==> src/rtl/tl_ul_arbiter_2to1_if.sv <==
// Bus bundle around the 2:1 TileLink UL arbiter: two upstream A/D channel
// pairs and the shared downstream A/D pair. The arbiter uses the slave view;
// the environment around it uses the master view.
interface tl_ul_arbiter_2to1_if;
  // upstream requester 0, A channel
  logic        a0_valid;
  logic        a0_ready;
  logic [2:0]  a0_opcode;
  logic [2:0]  a0_param;
  logic [2:0]  a0_size;
  logic [5:0]  a0_source;
  logic [24:0] a0_address;
  logic [3:0]  a0_mask;
  logic [31:0] a0_data;
  logic        a0_corrupt;
  // upstream requester 1, A channel
  logic        a1_valid;
  logic        a1_ready;
  logic [2:0]  a1_opcode;
  logic [2:0]  a1_param;
  logic [2:0]  a1_size;
  logic [5:0]  a1_source;
  logic [24:0] a1_address;
  logic [3:0]  a1_mask;
  logic [31:0] a1_data;
  logic        a1_corrupt;
  // upstream requester 0, D channel
  logic        d0_valid;
  logic        d0_ready;
  logic [2:0]  d0_opcode;
  logic [1:0]  d0_param;
  logic [2:0]  d0_size;
  logic [5:0]  d0_source;
  logic        d0_denied;
  logic [31:0] d0_data;
  logic        d0_corrupt;
  // upstream requester 1, D channel
  logic        d1_valid;
  logic        d1_ready;
  logic [2:0]  d1_opcode;
  logic [1:0]  d1_param;
  logic [2:0]  d1_size;
  logic [5:0]  d1_source;
  logic        d1_denied;
  logic [31:0] d1_data;
  logic        d1_corrupt;
  // shared downstream A channel
  logic        out_a_valid;
  logic        out_a_ready;
  logic [2:0]  out_a_opcode;
  logic [2:0]  out_a_param;
  logic [2:0]  out_a_size;
  logic [6:0]  out_a_source;
  logic [24:0] out_a_address;
  logic [3:0]  out_a_mask;
  logic [31:0] out_a_data;
  logic        out_a_corrupt;
  // shared downstream D channel
  logic        out_d_valid;
  logic        out_d_ready;
  logic [2:0]  out_d_opcode;
  logic [1:0]  out_d_param;
  logic [2:0]  out_d_size;
  logic [6:0]  out_d_source;
  logic        out_d_denied;
  logic [31:0] out_d_data;
  logic        out_d_corrupt;

  modport slave (
    input  a0_valid, a0_opcode, a0_param, a0_size, a0_source, a0_address, a0_mask, a0_data, a0_corrupt,
    output a0_ready,
    input  a1_valid, a1_opcode, a1_param, a1_size, a1_source, a1_address, a1_mask, a1_data, a1_corrupt,
    output a1_ready,
    output d0_valid, d0_opcode, d0_param, d0_size, d0_source, d0_denied, d0_data, d0_corrupt,
    input  d0_ready,
    output d1_valid, d1_opcode, d1_param, d1_size, d1_source, d1_denied, d1_data, d1_corrupt,
    input  d1_ready,
    output out_a_valid, out_a_opcode, out_a_param, out_a_size, out_a_source, out_a_address,
    output out_a_mask, out_a_data, out_a_corrupt,
    input  out_a_ready,
    input  out_d_valid, out_d_opcode, out_d_param, out_d_size, out_d_source, out_d_denied,
    input  out_d_data, out_d_corrupt,
    output out_d_ready
  );

  modport master (
    output a0_valid, a0_opcode, a0_param, a0_size, a0_source, a0_address, a0_mask, a0_data, a0_corrupt,
    input  a0_ready,
    output a1_valid, a1_opcode, a1_param, a1_size, a1_source, a1_address, a1_mask, a1_data, a1_corrupt,
    input  a1_ready,
    input  d0_valid, d0_opcode, d0_param, d0_size, d0_source, d0_denied, d0_data, d0_corrupt,
    output d0_ready,
    input  d1_valid, d1_opcode, d1_param, d1_size, d1_source, d1_denied, d1_data, d1_corrupt,
    output d1_ready,
    input  out_a_valid, out_a_opcode, out_a_param, out_a_size, out_a_source, out_a_address,
    input  out_a_mask, out_a_data, out_a_corrupt,
    output out_a_ready,
    output out_d_valid, out_d_opcode, out_d_param, out_d_size, out_d_source, out_d_denied,
    output out_d_data, out_d_corrupt,
    input  out_d_ready
  );
endinterface

==> src/rtl/tl_ul_arbiter_2to1.sv <==
// 2:1 TileLink UL arbiter. Round-robin between two requesters with burst
// locking for multi-beat Puts and a per-requester outstanding-message cap.
// The requester index travels downstream in source[6] and steers D back.
// Both A and D paths are purely combinational; only control state is held.
module tl_ul_arbiter_2to1 #(
  parameter int unsigned MAX_INFLIGHT = 4
) (
  input logic                  clock,
  input logic                  reset,
  tl_ul_arbiter_2to1_if.slave  bus
);

  localparam logic [3:0] LP_MAX_INFLIGHT = 4'(MAX_INFLIGHT);

  typedef enum logic {
    ST_OPEN   = 1'b0,
    ST_LOCKED = 1'b1
  } state_t;

  // Beats in a message of the given size on a 32-bit bus (sizes 6 and 7 -> 16).
  function automatic logic [4:0] f_beats(input logic [2:0] size);
    logic [4:0] beats;
    case (size)
      3'd0, 3'd1, 3'd2: beats = 5'd1;
      3'd3:             beats = 5'd2;
      3'd4:             beats = 5'd4;
      3'd5:             beats = 5'd8;
      default:          beats = 5'd16;
    endcase
    return beats;
  endfunction

  state_t          r_state, w_state_nxt;
  logic            r_lock_idx, w_lock_idx_nxt;
  logic            r_rr, w_rr_nxt;
  logic [3:0]      r_a_cnt, w_a_cnt_nxt;
  logic [1:0][3:0] r_inflight, w_inflight_nxt;
  logic [1:0][3:0] r_d_cnt, w_d_cnt_nxt;

  logic [1:0]  w_elig;
  logic        w_gnt_valid;
  logic        w_gnt_idx;
  logic [2:0]  w_sel_opcode;
  logic [2:0]  w_sel_size;
  logic        w_a_fire;
  logic [4:0]  w_a_beats;
  logic        w_d_idx;
  logic        w_d_fire;
  logic [4:0]  w_d_beats;
  logic        w_d_last;

  assign w_elig[0] = bus.a0_valid && (r_inflight[0] < LP_MAX_INFLIGHT);
  assign w_elig[1] = bus.a1_valid && (r_inflight[1] < LP_MAX_INFLIGHT);

  // Grant selection: a locked burst owner keeps the bus; otherwise favour r_rr.
  always_comb begin
    w_gnt_valid = 1'b0;
    w_gnt_idx   = r_rr;
    if (r_state == ST_LOCKED) begin
      w_gnt_idx   = r_lock_idx;
      w_gnt_valid = r_lock_idx ? bus.a1_valid : bus.a0_valid;
    end else if (w_elig[r_rr]) begin
      w_gnt_idx   = r_rr;
      w_gnt_valid = 1'b1;
    end else if (w_elig[~r_rr]) begin
      w_gnt_idx   = ~r_rr;
      w_gnt_valid = 1'b1;
    end else begin
      w_gnt_idx   = r_rr;
      w_gnt_valid = 1'b0;
    end
  end

  assign w_sel_opcode = w_gnt_idx ? bus.a1_opcode : bus.a0_opcode;
  assign w_sel_size   = w_gnt_idx ? bus.a1_size   : bus.a0_size;

  // Downstream A follows the granted requester; handshakes are masked in reset.
  assign bus.out_a_valid   = w_gnt_valid && !reset;
  assign bus.out_a_opcode  = w_sel_opcode;
  assign bus.out_a_param   = w_gnt_idx ? bus.a1_param   : bus.a0_param;
  assign bus.out_a_size    = w_sel_size;
  assign bus.out_a_source  = {w_gnt_idx, (w_gnt_idx ? bus.a1_source : bus.a0_source)};
  assign bus.out_a_address = w_gnt_idx ? bus.a1_address : bus.a0_address;
  assign bus.out_a_mask    = w_gnt_idx ? bus.a1_mask    : bus.a0_mask;
  assign bus.out_a_data    = w_gnt_idx ? bus.a1_data    : bus.a0_data;
  assign bus.out_a_corrupt = w_gnt_idx ? bus.a1_corrupt : bus.a0_corrupt;
  assign bus.a0_ready      = w_gnt_valid && !w_gnt_idx && bus.out_a_ready && !reset;
  assign bus.a1_ready      = w_gnt_valid &&  w_gnt_idx && bus.out_a_ready && !reset;

  assign w_a_fire  = bus.out_a_valid && bus.out_a_ready;
  assign w_a_beats = ((w_sel_opcode == 3'd0) || (w_sel_opcode == 3'd1)) ? f_beats(w_sel_size) : 5'd1;

  // D steering by source[6]; payload fans out to both requesters unchanged.
  assign w_d_idx         = bus.out_d_source[6];
  assign bus.d0_valid    = bus.out_d_valid && !w_d_idx && !reset;
  assign bus.d1_valid    = bus.out_d_valid &&  w_d_idx && !reset;
  assign bus.out_d_ready = (w_d_idx ? bus.d1_ready : bus.d0_ready) && !reset;
  assign bus.d0_opcode   = bus.out_d_opcode;
  assign bus.d1_opcode   = bus.out_d_opcode;
  assign bus.d0_param    = bus.out_d_param;
  assign bus.d1_param    = bus.out_d_param;
  assign bus.d0_size     = bus.out_d_size;
  assign bus.d1_size     = bus.out_d_size;
  assign bus.d0_source   = bus.out_d_source[5:0];
  assign bus.d1_source   = bus.out_d_source[5:0];
  assign bus.d0_denied   = bus.out_d_denied;
  assign bus.d1_denied   = bus.out_d_denied;
  assign bus.d0_data     = bus.out_d_data;
  assign bus.d1_data     = bus.out_d_data;
  assign bus.d0_corrupt  = bus.out_d_corrupt;
  assign bus.d1_corrupt  = bus.out_d_corrupt;

  assign w_d_fire  = bus.out_d_valid && bus.out_d_ready;
  assign w_d_beats = (bus.out_d_opcode == 3'd1) ? f_beats(bus.out_d_size) : 5'd1;

  // Last D beat of a message: a fresh single-beat message, or the final count.
  always_comb begin
    w_d_last = 1'b0;
    if (r_d_cnt[w_d_idx] == 4'd0) begin
      w_d_last = (w_d_beats == 5'd1);
    end else begin
      w_d_last = (r_d_cnt[w_d_idx] == 4'd1);
    end
  end

  // Next-state: burst lock / round-robin pointer, inflight and D beat counters.
  always_comb begin
    w_state_nxt    = r_state;
    w_lock_idx_nxt = r_lock_idx;
    w_rr_nxt       = r_rr;
    w_a_cnt_nxt    = r_a_cnt;
    w_inflight_nxt = r_inflight;
    w_d_cnt_nxt    = r_d_cnt;

    case (r_state)
      ST_OPEN: begin
        if (w_a_fire) begin
          if (w_a_beats == 5'd1) begin
            w_rr_nxt = ~w_gnt_idx;
          end else begin
            w_state_nxt    = ST_LOCKED;
            w_lock_idx_nxt = w_gnt_idx;
            w_a_cnt_nxt    = 4'(w_a_beats - 5'd1);
          end
        end else begin
          w_state_nxt = ST_OPEN;
        end
      end
      ST_LOCKED: begin
        if (w_a_fire) begin
          if (w_a_cnt_nxt == 4'd1) begin
            w_state_nxt = ST_OPEN;
            w_a_cnt_nxt = 4'd0;
            w_rr_nxt    = ~r_lock_idx;
          end else begin
            w_a_cnt_nxt = r_a_cnt - 4'd1;
          end
        end else begin
          w_state_nxt = ST_LOCKED;
        end
      end
      default: begin
        w_state_nxt = ST_OPEN;
        w_a_cnt_nxt = 4'd0;
      end
    endcase

    for (int i = 0; i < 2; i++) begin
      if (w_a_fire && (r_state == ST_OPEN) && (w_gnt_idx == i[0]) &&
          !(w_d_fire && w_d_last && (w_d_idx == i[0]))) begin
        w_inflight_nxt[i] = r_inflight[i] + 4'd1;
      end else if (!(w_a_fire && (r_state == ST_OPEN) && (w_gnt_idx == i[0])) &&
                   w_d_fire && w_d_last && (w_d_idx == i[0]) && (r_inflight[i] != 4'd0)) begin
        w_inflight_nxt[i] = r_inflight[i] - 4'd1;
      end else begin
        w_inflight_nxt[i] = r_inflight[i];
      end
    end

    if (w_d_fire) begin
      if (r_d_cnt[w_d_idx] == 4'd0) begin
        if (w_d_beats != 5'd1) begin
          w_d_cnt_nxt[w_d_idx] = 4'(w_d_beats - 5'd1);
        end else begin
          w_d_cnt_nxt[w_d_idx] = 4'd0;
        end
      end else begin
        w_d_cnt_nxt[w_d_idx] = r_d_cnt[w_d_idx] - 4'd1;
      end
    end else begin
      w_d_cnt_nxt = r_d_cnt;
    end
  end

  // Control state register with synchronous reset.
  always_ff @(posedge clock) begin
    if (reset) begin
      r_state    <= ST_OPEN;
      r_lock_idx <= 1'b0;
      r_rr       <= 1'b0;
      r_a_cnt    <= 4'd0;
      r_inflight <= '0;
      r_d_cnt    <= '0;
    end else begin
      r_state    <= w_state_nxt;
      r_lock_idx <= w_lock_idx_nxt;
      r_rr       <= w_rr_nxt;
      r_a_cnt    <= w_a_cnt_nxt;
      r_inflight <= w_inflight_nxt;
      r_d_cnt    <= w_d_cnt_nxt;
    end
  end

endmodule

==> src/flat_wrapper.sv <==
// flat-port wrapper written by rule: the top's interface ports become plain ports
module tl_ul_arbiter_2to1_flat 
#(
  parameter int unsigned MAX_INFLIGHT = 4
)
  (clock, reset, bus_a0_valid, bus_a0_opcode, bus_a0_param, bus_a0_size, bus_a0_source, bus_a0_address, bus_a0_mask, bus_a0_data, bus_a0_corrupt, bus_a0_ready, bus_a1_valid, bus_a1_opcode, bus_a1_param, bus_a1_size, bus_a1_source, bus_a1_address, bus_a1_mask, bus_a1_data, bus_a1_corrupt, bus_a1_ready, bus_d0_valid, bus_d0_opcode, bus_d0_param, bus_d0_size, bus_d0_source, bus_d0_denied, bus_d0_data, bus_d0_corrupt, bus_d0_ready, bus_d1_valid, bus_d1_opcode, bus_d1_param, bus_d1_size, bus_d1_source, bus_d1_denied, bus_d1_data, bus_d1_corrupt, bus_d1_ready, bus_out_a_valid, bus_out_a_opcode, bus_out_a_param, bus_out_a_size, bus_out_a_source, bus_out_a_address, bus_out_a_mask, bus_out_a_data, bus_out_a_corrupt, bus_out_a_ready, bus_out_d_valid, bus_out_d_opcode, bus_out_d_param, bus_out_d_size, bus_out_d_source, bus_out_d_denied, bus_out_d_data, bus_out_d_corrupt, bus_out_d_ready);
  tl_ul_arbiter_2to1_if bus_i ();
  input logic clock;
  input logic reset;
  input wire logic [$bits(bus_i.a0_valid)-1:0] bus_a0_valid;
  input wire logic [$bits(bus_i.a0_opcode)-1:0] bus_a0_opcode;
  input wire logic [$bits(bus_i.a0_param)-1:0] bus_a0_param;
  input wire logic [$bits(bus_i.a0_size)-1:0] bus_a0_size;
  input wire logic [$bits(bus_i.a0_source)-1:0] bus_a0_source;
  input wire logic [$bits(bus_i.a0_address)-1:0] bus_a0_address;
  input wire logic [$bits(bus_i.a0_mask)-1:0] bus_a0_mask;
  input wire logic [$bits(bus_i.a0_data)-1:0] bus_a0_data;
  input wire logic [$bits(bus_i.a0_corrupt)-1:0] bus_a0_corrupt;
  output wire logic [$bits(bus_i.a0_ready)-1:0] bus_a0_ready;
  input wire logic [$bits(bus_i.a1_valid)-1:0] bus_a1_valid;
  input wire logic [$bits(bus_i.a1_opcode)-1:0] bus_a1_opcode;
  input wire logic [$bits(bus_i.a1_param)-1:0] bus_a1_param;
  input wire logic [$bits(bus_i.a1_size)-1:0] bus_a1_size;
  input wire logic [$bits(bus_i.a1_source)-1:0] bus_a1_source;
  input wire logic [$bits(bus_i.a1_address)-1:0] bus_a1_address;
  input wire logic [$bits(bus_i.a1_mask)-1:0] bus_a1_mask;
  input wire logic [$bits(bus_i.a1_data)-1:0] bus_a1_data;
  input wire logic [$bits(bus_i.a1_corrupt)-1:0] bus_a1_corrupt;
  output wire logic [$bits(bus_i.a1_ready)-1:0] bus_a1_ready;
  output wire logic [$bits(bus_i.d0_valid)-1:0] bus_d0_valid;
  output wire logic [$bits(bus_i.d0_opcode)-1:0] bus_d0_opcode;
  output wire logic [$bits(bus_i.d0_param)-1:0] bus_d0_param;
  output wire logic [$bits(bus_i.d0_size)-1:0] bus_d0_size;
  output wire logic [$bits(bus_i.d0_source)-1:0] bus_d0_source;
  output wire logic [$bits(bus_i.d0_denied)-1:0] bus_d0_denied;
  output wire logic [$bits(bus_i.d0_data)-1:0] bus_d0_data;
  output wire logic [$bits(bus_i.d0_corrupt)-1:0] bus_d0_corrupt;
  input wire logic [$bits(bus_i.d0_ready)-1:0] bus_d0_ready;
  output wire logic [$bits(bus_i.d1_valid)-1:0] bus_d1_valid;
  output wire logic [$bits(bus_i.d1_opcode)-1:0] bus_d1_opcode;
  output wire logic [$bits(bus_i.d1_param)-1:0] bus_d1_param;
  output wire logic [$bits(bus_i.d1_size)-1:0] bus_d1_size;
  output wire logic [$bits(bus_i.d1_source)-1:0] bus_d1_source;
  output wire logic [$bits(bus_i.d1_denied)-1:0] bus_d1_denied;
  output wire logic [$bits(bus_i.d1_data)-1:0] bus_d1_data;
  output wire logic [$bits(bus_i.d1_corrupt)-1:0] bus_d1_corrupt;
  input wire logic [$bits(bus_i.d1_ready)-1:0] bus_d1_ready;
  output wire logic [$bits(bus_i.out_a_valid)-1:0] bus_out_a_valid;
  output wire logic [$bits(bus_i.out_a_opcode)-1:0] bus_out_a_opcode;
  output wire logic [$bits(bus_i.out_a_param)-1:0] bus_out_a_param;
  output wire logic [$bits(bus_i.out_a_size)-1:0] bus_out_a_size;
  output wire logic [$bits(bus_i.out_a_source)-1:0] bus_out_a_source;
  output wire logic [$bits(bus_i.out_a_address)-1:0] bus_out_a_address;
  output wire logic [$bits(bus_i.out_a_mask)-1:0] bus_out_a_mask;
  output wire logic [$bits(bus_i.out_a_data)-1:0] bus_out_a_data;
  output wire logic [$bits(bus_i.out_a_corrupt)-1:0] bus_out_a_corrupt;
  input wire logic [$bits(bus_i.out_a_ready)-1:0] bus_out_a_ready;
  input wire logic [$bits(bus_i.out_d_valid)-1:0] bus_out_d_valid;
  input wire logic [$bits(bus_i.out_d_opcode)-1:0] bus_out_d_opcode;
  input wire logic [$bits(bus_i.out_d_param)-1:0] bus_out_d_param;
  input wire logic [$bits(bus_i.out_d_size)-1:0] bus_out_d_size;
  input wire logic [$bits(bus_i.out_d_source)-1:0] bus_out_d_source;
  input wire logic [$bits(bus_i.out_d_denied)-1:0] bus_out_d_denied;
  input wire logic [$bits(bus_i.out_d_data)-1:0] bus_out_d_data;
  input wire logic [$bits(bus_i.out_d_corrupt)-1:0] bus_out_d_corrupt;
  output wire logic [$bits(bus_i.out_d_ready)-1:0] bus_out_d_ready;
  assign bus_i.a0_valid = bus_a0_valid;
  assign bus_i.a0_opcode = bus_a0_opcode;
  assign bus_i.a0_param = bus_a0_param;
  assign bus_i.a0_size = bus_a0_size;
  assign bus_i.a0_source = bus_a0_source;
  assign bus_i.a0_address = bus_a0_address;
  assign bus_i.a0_mask = bus_a0_mask;
  assign bus_i.a0_data = bus_a0_data;
  assign bus_i.a0_corrupt = bus_a0_corrupt;
  assign bus_a0_ready = bus_i.a0_ready;
  assign bus_i.a1_valid = bus_a1_valid;
  assign bus_i.a1_opcode = bus_a1_opcode;
  assign bus_i.a1_param = bus_a1_param;
  assign bus_i.a1_size = bus_a1_size;
  assign bus_i.a1_source = bus_a1_source;
  assign bus_i.a1_address = bus_a1_address;
  assign bus_i.a1_mask = bus_a1_mask;
  assign bus_i.a1_data = bus_a1_data;
  assign bus_i.a1_corrupt = bus_a1_corrupt;
  assign bus_a1_ready = bus_i.a1_ready;
  assign bus_d0_valid = bus_i.d0_valid;
  assign bus_d0_opcode = bus_i.d0_opcode;
  assign bus_d0_param = bus_i.d0_param;
  assign bus_d0_size = bus_i.d0_size;
  assign bus_d0_source = bus_i.d0_source;
  assign bus_d0_denied = bus_i.d0_denied;
  assign bus_d0_data = bus_i.d0_data;
  assign bus_d0_corrupt = bus_i.d0_corrupt;
  assign bus_i.d0_ready = bus_d0_ready;
  assign bus_d1_valid = bus_i.d1_valid;
  assign bus_d1_opcode = bus_i.d1_opcode;
  assign bus_d1_param = bus_i.d1_param;
  assign bus_d1_size = bus_i.d1_size;
  assign bus_d1_source = bus_i.d1_source;
  assign bus_d1_denied = bus_i.d1_denied;
  assign bus_d1_data = bus_i.d1_data;
  assign bus_d1_corrupt = bus_i.d1_corrupt;
  assign bus_i.d1_ready = bus_d1_ready;
  assign bus_out_a_valid = bus_i.out_a_valid;
  assign bus_out_a_opcode = bus_i.out_a_opcode;
  assign bus_out_a_param = bus_i.out_a_param;
  assign bus_out_a_size = bus_i.out_a_size;
  assign bus_out_a_source = bus_i.out_a_source;
  assign bus_out_a_address = bus_i.out_a_address;
  assign bus_out_a_mask = bus_i.out_a_mask;
  assign bus_out_a_data = bus_i.out_a_data;
  assign bus_out_a_corrupt = bus_i.out_a_corrupt;
  assign bus_i.out_a_ready = bus_out_a_ready;
  assign bus_i.out_d_valid = bus_out_d_valid;
  assign bus_i.out_d_opcode = bus_out_d_opcode;
  assign bus_i.out_d_param = bus_out_d_param;
  assign bus_i.out_d_size = bus_out_d_size;
  assign bus_i.out_d_source = bus_out_d_source;
  assign bus_i.out_d_denied = bus_out_d_denied;
  assign bus_i.out_d_data = bus_out_d_data;
  assign bus_i.out_d_corrupt = bus_out_d_corrupt;
  assign bus_out_d_ready = bus_i.out_d_ready;
  tl_ul_arbiter_2to1 #(.MAX_INFLIGHT(MAX_INFLIGHT)) u_core (.clock(clock), .reset(reset), .bus(bus_i));
endmodule
==> config.mk <==
export PLATFORM = sky130hd
export DESIGN_NAME = tl_ul_arbiter_2to1_flat
export DESIGN_NICKNAME = d
export VERILOG_FILES = /design/src/rtl/tl_ul_arbiter_2to1_if.sv /design/src/rtl/tl_ul_arbiter_2to1.sv /design/src/flat_wrapper.sv
export SDC_FILE = /design/constraint.sdc
export NUM_CORES = 1
export LEC_CHECK = 0
export CORE_AREA = 2 2 152 154
export CTS_BUF_LIST = sky130_fd_sc_hd__clkbuf_16
export DETAILED_ROUTE_END_ITERATION = 7
export DIE_AREA = 0 0 154 156
export PLACE_DENSITY = 0.51
export SYNTH_ARGS = -nofsm -noshare
export SYNTH_HDL_FRONTEND = slang
export SYNTH_SLANG_ARGS = --single-unit
==> constraint.sdc <==
create_clock -name clock -period 3.3 [get_ports clock]
set_clock_uncertainty 0.15 [all_clocks]
set_input_delay 0.33 -clock clock [delete_from_list [all_inputs] [get_ports clock]]
set_output_delay 0.33 -clock clock [all_outputs]
set_load 0.1 [all_outputs]
# Yosys cells after proc, flatten, opt, wreduce, memory -nomap -nowiden
# Cells that the tools add are included.
word_totals:
  register_bits: 23
  input_bits: 211
  out_inout_bits: 180
  elab_cells: 158
op_classes:
  addsub: 8
  n_lt_le_gt_ge: 6
  eq_ne: 22
  muxes: 52
  n_bitwise: 8
  reduce_logical: 54
ops:
  columns: ["op", "n"]
  rows:
  - ["$mux W4", 12]
  - ["$pmux W5 S4", 2]
  - ["$logic_and A1 B1 Y1", 33]
  - ["$mux W32", 1]
  - ["$mux W25", 1]
  - ["$sub A4 B1 Y4 const B", 6]
  - ["$mux W1", 22]
  - ["$bwmux W8", 2]
  - ["$mux W8", 2]
  - ["$eq A3 B1 Y1 const B", 4]
  - ["$eq A3 B2 Y1 const B", 4]
  - ["$eq A3 B3 Y1 const B", 4]
  - ["$eq A5 B1 Y1 const B", 2]
  - ["$mux W5", 2]
  - ["$logic_not A3 Y1", 3]
  - ["$mux W3", 3]
  - ["$add A4 B1 Y4 const B", 2]
  - ["$and A8 B8 Y8", 1]
  - ["$eq A4 B1 Y1 const B", 2]
  - ["$lt A4 B3 Y1 const B", 2]
  - ["$not A8 Y8", 1]
  - ["$pmux W4 S2", 1]
  - ["$reduce_bool A4 Y1", 2]
  - ["$logic_not A1 Y1", 7]
  - ["15 further kinds", 29]

# Depth between registers and ports, before layout
# Gate-level depths: netlist (run 1).
logic_depth:
  ltp_word: 18
  depth_mapped: 15
  ltp_nobuf: 14

# Worst setup path before layout (run 1)
# No wires, ideal clock.
synth_path:
  path_kind: "flip-flop to output port"
  start: "register u_core.r_inflight[7] in the netlist's numbering"
  end: "output bus_a0_ready"
  arrival_ns: 3.800
  required_time_ns: 2.820
  path_slack_ns: -0.980
  stages_incl_launch_ff: 6
  n_path_buf: 0
  cell_sequence: "dfxtp_1 -> nor3b_4 -> o31ai_1 -> a21oi_1 -> nand2_1 -> nor2_1"
synth_via:
  elab_chain_len: 11
  elab_cells_between_ends: 16
  cone_classes: "order compare (1); mux (10); reduce/logical (5)"
synth_lines:
  columns: ["element", "line_no", "rtl"]
  rows:
  - ["start, declared", "tl_ul_arbiter_2to1.sv:37", "logic [1:0][3:0] r_inflight, w_inflight_nxt;"]
  - ["start signal, assigned", "tl_ul_arbiter_2to1.sv:209", "r_inflight <= w_inflight_nxt;"]
  - ["$lt A4 B3 Y1 *", "tl_ul_arbiter_2to1.sv:53", "assign w_elig[1] = bus.a1_valid && (r_inflight[1] < LP_MAX_INFLIGHT);"]
  - ["$logic_and A1 B1 Y1 *", "tl_ul_arbiter_2to1.sv:53", null]
  - ["$mux W1 (implied by the code) (2 in series)", "tl_ul_arbiter_2to1.sv:65", "end else if (w_elig[~r_rr]) begin"]
  - ["$mux W1", "tl_ul_arbiter_2to1.sv:65", null]
  - ["$mux W1", "tl_ul_arbiter_2to1.sv:62", "end else if (w_elig[r_rr]) begin"]
  - ["$mux W1", "tl_ul_arbiter_2to1.sv:59", "if (r_state == ST_LOCKED) begin"]
  - ["$logic_not A1 Y1", "tl_ul_arbiter_2to1.sv:87", "assign bus.a0_ready = w_gnt_valid && !w_gnt_idx && bus.out_a_ready && !reset;"]
  - ["$logic_and A1 B1 Y1 * (3 in series)", "tl_ul_arbiter_2to1.sv:87", null]
  - ["end, declared", "flat_wrapper.sv:19", "output wire logic [$bits(bus_i.a0_ready)-1:0] bus_a0_ready;"]
# Every way passes the cells marked *; elsewhere a longest branch is shown, timed or not. The select of a mux whose other input is x is not followed.

# Final worst setup path (run 1)
layout_path:
  start: "input bus_out_d_source[6]"
  end: "register u_core.r_inflight[3] in the netlist's numbering"
layout_via:
  elab_chain_len: 9
  elab_cells_between_ends: 19
  cone_classes: "eq/ne (1); mux (5); bitwise (1); reduce/logical (12)"
layout_lines:
  columns: ["element", "line_no", "rtl"]
  rows:
  - ["start, declared", "flat_wrapper.sv:62", "input wire logic [$bits(bus_i.out_d_source)-1:0] bus_out_d_source;"]
  - ["$mux W4 (implied by the code) (2 in series)", "tl_ul_arbiter_2to1.sv:119, tl_ul_arbiter_2to1.sv:122", null]
  - ["$eq A4 B1 Y1 / $logic_not A4 Y1 (equally long branches)", "tl_ul_arbiter_2to1.sv:122, tl_ul_arbiter_2to1.sv:119", null]
  - ["$mux W1", "tl_ul_arbiter_2to1.sv:119", "if (r_d_cnt[w_d_idx] == 4'd0) begin"]
  - ["$logic_and A1 B1 Y1 (2 in series)", "tl_ul_arbiter_2to1.sv:170", "!(w_d_fire && w_d_last && (w_d_idx == i[0]))) begin"]
  - ["$logic_not A1 Y1", "tl_ul_arbiter_2to1.sv:170", null]
  - ["$logic_and A1 B1 Y1", "tl_ul_arbiter_2to1.sv:169", "if (w_a_fire && (r_state == ST_OPEN) && (w_gnt_idx == i[0]) &&"]
  - ["$mux W4 / $reduce_bool A2 Y1 (equally long branches)", null, null]
# Parallel ways exist; a longest one is shown, timed or not. The select of a mux whose other input is x is not followed.
# A chain may end at the register's enable or synchronous reset.

==> results of run 1 <==
==> Yosys cell counts (3+ instances only) <==
| cell type | count |
|---|---|
| a31oi_1 | 7 |
| a211oi_1 | 6 |
| nor3_1 | 5 |
| or3_1 | 3 |
| nor3b_1 | 3 |
| nand3_1 | 8 |
| nand2_1 | 246 |
| dfxtp_1 | 23 |
| and2_1 | 4 |
| inv_1 | 14 |
| o21ai_0 | 9 |
| mux2i_1 | 14 |
| clkbuf_1 | 9 |
| a21oi_1 | 12 |
| xor2_1 | 3 |
| nor2b_1 | 4 |
| nor2_1 | 24 |
| buf_1 | 7 |
| nor4_1 | 3 |
| buf_4 | 97 |
| ha_1 | 13 |
| buf_2 | 6 |
| a21o_1 | 4 |
| o21ai_1 | 3 |
| xnor2_1 | 3 |
==> metrics by stage <==
stage          total power [mW]  cell area, um^2
2_1_floorplan              3.49             3580
3_5_place_dp               4.78             6830
5_1_grt                    5.23             7010
3_3_place_gp               4.79             6830
6_report                   5.02             7010
4_1_cts                    5.07             6960
==> sequential cells by signal (all words and copies together) (netlist names) <==
signal             flops
u_core.r_state         1
u_core.r_d_cnt         8
u_core.r_inflight      8
u_core.r_lock_idx      1
u_core.r_a_cnt         4
u_core.r_rr            1
==> worst max path at each step <==
| stage | endpoint | cells past startpoint |
|---|---|---|
| floorplan | bus_a0_ready | 5 |
| global placement | u_core.r_inflight[3]$_SDFFE_PP0P_ | 14 |
| detailed placement | u_core.r_inflight[3]$_SDFFE_PP0P_ | 14 |
| CTS | u_core.r_inflight[3]$_SDFFE_PP0P_ | 14 |
| global route | u_core.r_inflight[3]$_SDFFE_PP0P_ | 14 |
| finish | u_core.r_inflight[3]$_SDFFE_PP0P_ | 14 |
==> cells in the final DEF (no fill, tap or decap), types with 4 or more instances in the layout <==
cell type	netlist	routed
o21ai_0	9	9
nor3_1	5	5
and2_1	4	4
clkdlybuf4s50_1	0	165
nand2_1	246	245
nor2b_1	4	4
a211oi_1	6	6
inv_1	14	15
buf_4	97	52
mux2i_1	14	13
a21oi_1	12	11
nand3_1	8	8
dfxtp_1	23	23
buf_12	0	83
nor2_1	24	24
a21o_1	4	4
ha_1	13	11
a31oi_1	7	6
==> power groups by stage <==
stage	Sequential [mW]	Clock, mW	Combinational (mW)
2_1_floorplan	0.333	0	3.15
3_3_place_gp	0.341	0	4.45
6_report	0.337	0.262	4.43
5_1_grt	0.341	0.283	4.60
3_5_place_dp	0.341	0	4.44
4_1_cts	0.335	0.270	4.46
==> what timing repair did <==
action | 4_1_cts | 5_1_grt
buffers inserted | 2 | 1
setup endpoints to repair | 3 | 2
hold buffers | 0 | 0
resized for setup | 6 | 8
pin swaps | 4 | 7
==> per-layer routing <==
| metal | global-route usage [%] | routed length [um] |
|---|---|---|
| met5 | 0 | 44 |
| met4 | 0.801 | 31 |
| met3 | 4.64 | 1570 |
| met2 | 22.1 | 7680 |
| met1 | 16.5 | 7230 |
==> worst max-delay path, cell delays in order <==
cell and delay, ns:
clkdlybuf4s50_1 0.56, mux2i_1 0.31, ha_1 0.30, nor2b_1 0.10, a31oi_4 0.16, buf_6 0.12
or2_4 0.12, nand2_1 0.07, ha_1 0.30, a21o_1 0.18, a21o_1 0.17, nor4_2 0.13
a31oi_1 0.08, mux2i_1 0.12
==> logic make-up after synthesis <==
logic type | Yosys count | synth area share [%]
mux | 14 | 3.92
xor+xnor | 6 | 1.47
flops | 23 | 12.9
buf+inv | 136 | 24.7
compound gates | 63 | 12.6
simple gates | 321 | 38.6
fa+ha+maj | 15 | 5.68
==> area by class of cell <==
type	instances	share of cell area, %
clock buffer	3	1.07
clock inverter	1	0.0536
multi-input combinational	419	32.8
sequential	23	6.57
timing repair buffer	304	53.6
inverter	16	0.857
tap	285	5.09
==> impl_metrics.py, run 1 <==
metrics = {
    "die": {
        "start_util_pct": 16.0,
        "row_count": 55,
        "design.core.area_mm2": 0.0224,
        "chipWidth_um": 154,
        "dieArea_mm2": 0.0240,
        "fp.dieH_um": 156,
        "io_pins": 391,
    },
    "pwr": {
        "p_int_mw": 1.96,
        "pwr-share-comb_pct": 88.1,
        "powerDensity_mw_per_mm2": 717,
        "switchingPower_mw": 3.06,
        "swShare_pct": 61.0,
        "clockPowerShare_pct": 5.2,
        "p_leak_nw": 3.17,
        "vdd_drop_max_v": 0.000234,
        "seqPwrFrac_pct": 6.7,
    },
    "clocking": {
        "cts_buffers": 3,
        "cts.path.max_buffers": 2,
        "insertion_delay_ns": 0.25,
        "clock-root-buffer": "clkbuf_16",
        "cts.sinks": 23,
        "cts_tree": "built",
        "htreeDepth": 1,
        "clkSlewWorstSetupHoldPaths_ns": 0.06,
    },
    "setup_path": {
        "critical_path_required_ns": 3.29,
        "start_kind": "input pin",
        "arrival_ns": 3.06,
        "crit_type": "in2reg",
        "r2r.worst_path.cells": 15,
        "reg2reg_slack_ns": 0.43,
        "cp-startpoint": "bus_out_d_source[6]",
        "timing.rr.end": "u_core.r_a_cnt[1]$_SDFFE_PP0P_",
        "worstPathMaxFanout": 4,
        "r2r-start": "u_core.r_inflight[2]$_SDFFE_PP0P_",
        "end_kind": "flip-flop",
    },
    "finish": {
        "multiInputGateArea_mm2": 0.00230,
        "seqCellArea_um2": 460,
        "num-fill-cells": 2381,
        "drive_above_1_share_pct": 21.3,
        "antenna-diode-count": 0,
        "finalNetCount": 993,
        "utilization_pct": 31.3,
        "syn_to_final_growth_pct": 96.2,
        "instances_no_fill": 1051,
    },
    "drt": {
        "drc": 0,
        "drt_iter0_drc": 223,
        "first_pass_iters": 4,
        "routed_via_density": 4.08,
        "ant_nets": 0,
        "wl_um": 16600,
        "wl_per_cell_um": 15.8,
        "vias": 4290,
    },
    "synthesis": {
        "ys_warn_count": 0,
        "ys_types": 64,
        "synth_fp_nets": 804,
        "postSynthAreaPerCell_um2": 6.18,
        "synth_top_area_cell": "nand2_1",
        "synthCells": 578,
        "synthArstFlopShare_pct": 0,
        "syn_area_mm2": 0.00357,
        "synth_edf_count": 0,
        "ys.flop_type": "dfxtp_1",
        "synth_top_area_share_pct": 25.9,
        "synthTopCellsByArea": "nand2_1 26%, buf_4 20%, dfxtp_1 13%",
        "synth_seq_cells": 23,
        "ys_seq_area_share_pct": 12.9,
    },
    "placed_design": {
        "hpwl_um": 13600,
        "placed_cells_incl_taps": 1044,
        "gp_congestion": 0.817,
        "io_buffers": 264,
        "preCtsSetupSlack_ns": -0.411,
    },
    "grt": {
        "grt-ovfl-total": 0,
        "antenna_found_initial": 3,
        "grt_pass1_wl_um": 24400,
        "grt_use_total_pct": 13.0,
        "grt_max_degree": 51,
        "grt_pass1_vias": 4241,
    },
    "sta": {
        "drv_slew": 0,
        "tightest_slew_ns": 0.595,
        "hold_slack_ns": 0.321,
        "fmax_mhz": 326,
        "setup-violations-final": 0,
        "relSlewSlack_pct": 60.0,
        "final-hold-violation-count": 0,
        "final.setup.tns_ns": 0,
        "min_period_ns": 3.07,
        "rsz0062_at_grt": "false",
        "timing.final.crit_share_pct": 93.1,
        "setup_slack_ns": 0.228,
    },
    "min_path": {
        "min_from": "u_core.r_a_cnt[1]$_SDFFE_PP0P_",
        "hp-class": "reg2reg",
        "whs_endpoint": "u_core.r_a_cnt[1]$_SDFFE_PP0P_",
        "worst_hold_path.num_cells": 2,
    },
    "flow_run": {
        "drv_cap": 0,
    },
    "outcome": {
        "outcome": "finished, final reports clean",
    },
}
Note: power is estimated with default switching activity, not from simulation.
==> run 2: changes to the inputs <==
--- a/config.mk
+++ b/config.mk
@@ -10,6 +10,7 @@
 export DETAILED_ROUTE_END_ITERATION = 7
 export DIE_AREA = 0 0 154 156
 export PLACE_DENSITY = 0.51
+export SLEW_MARGIN = 20
 export SYNTH_ARGS = -nofsm -noshare
 export SYNTH_HDL_FRONTEND = slang
 export SYNTH_SLANG_ARGS = --single-unit
==> results of run 2 <==
Same layout as run 1: the final DEF is identical, and so are final timing and power.
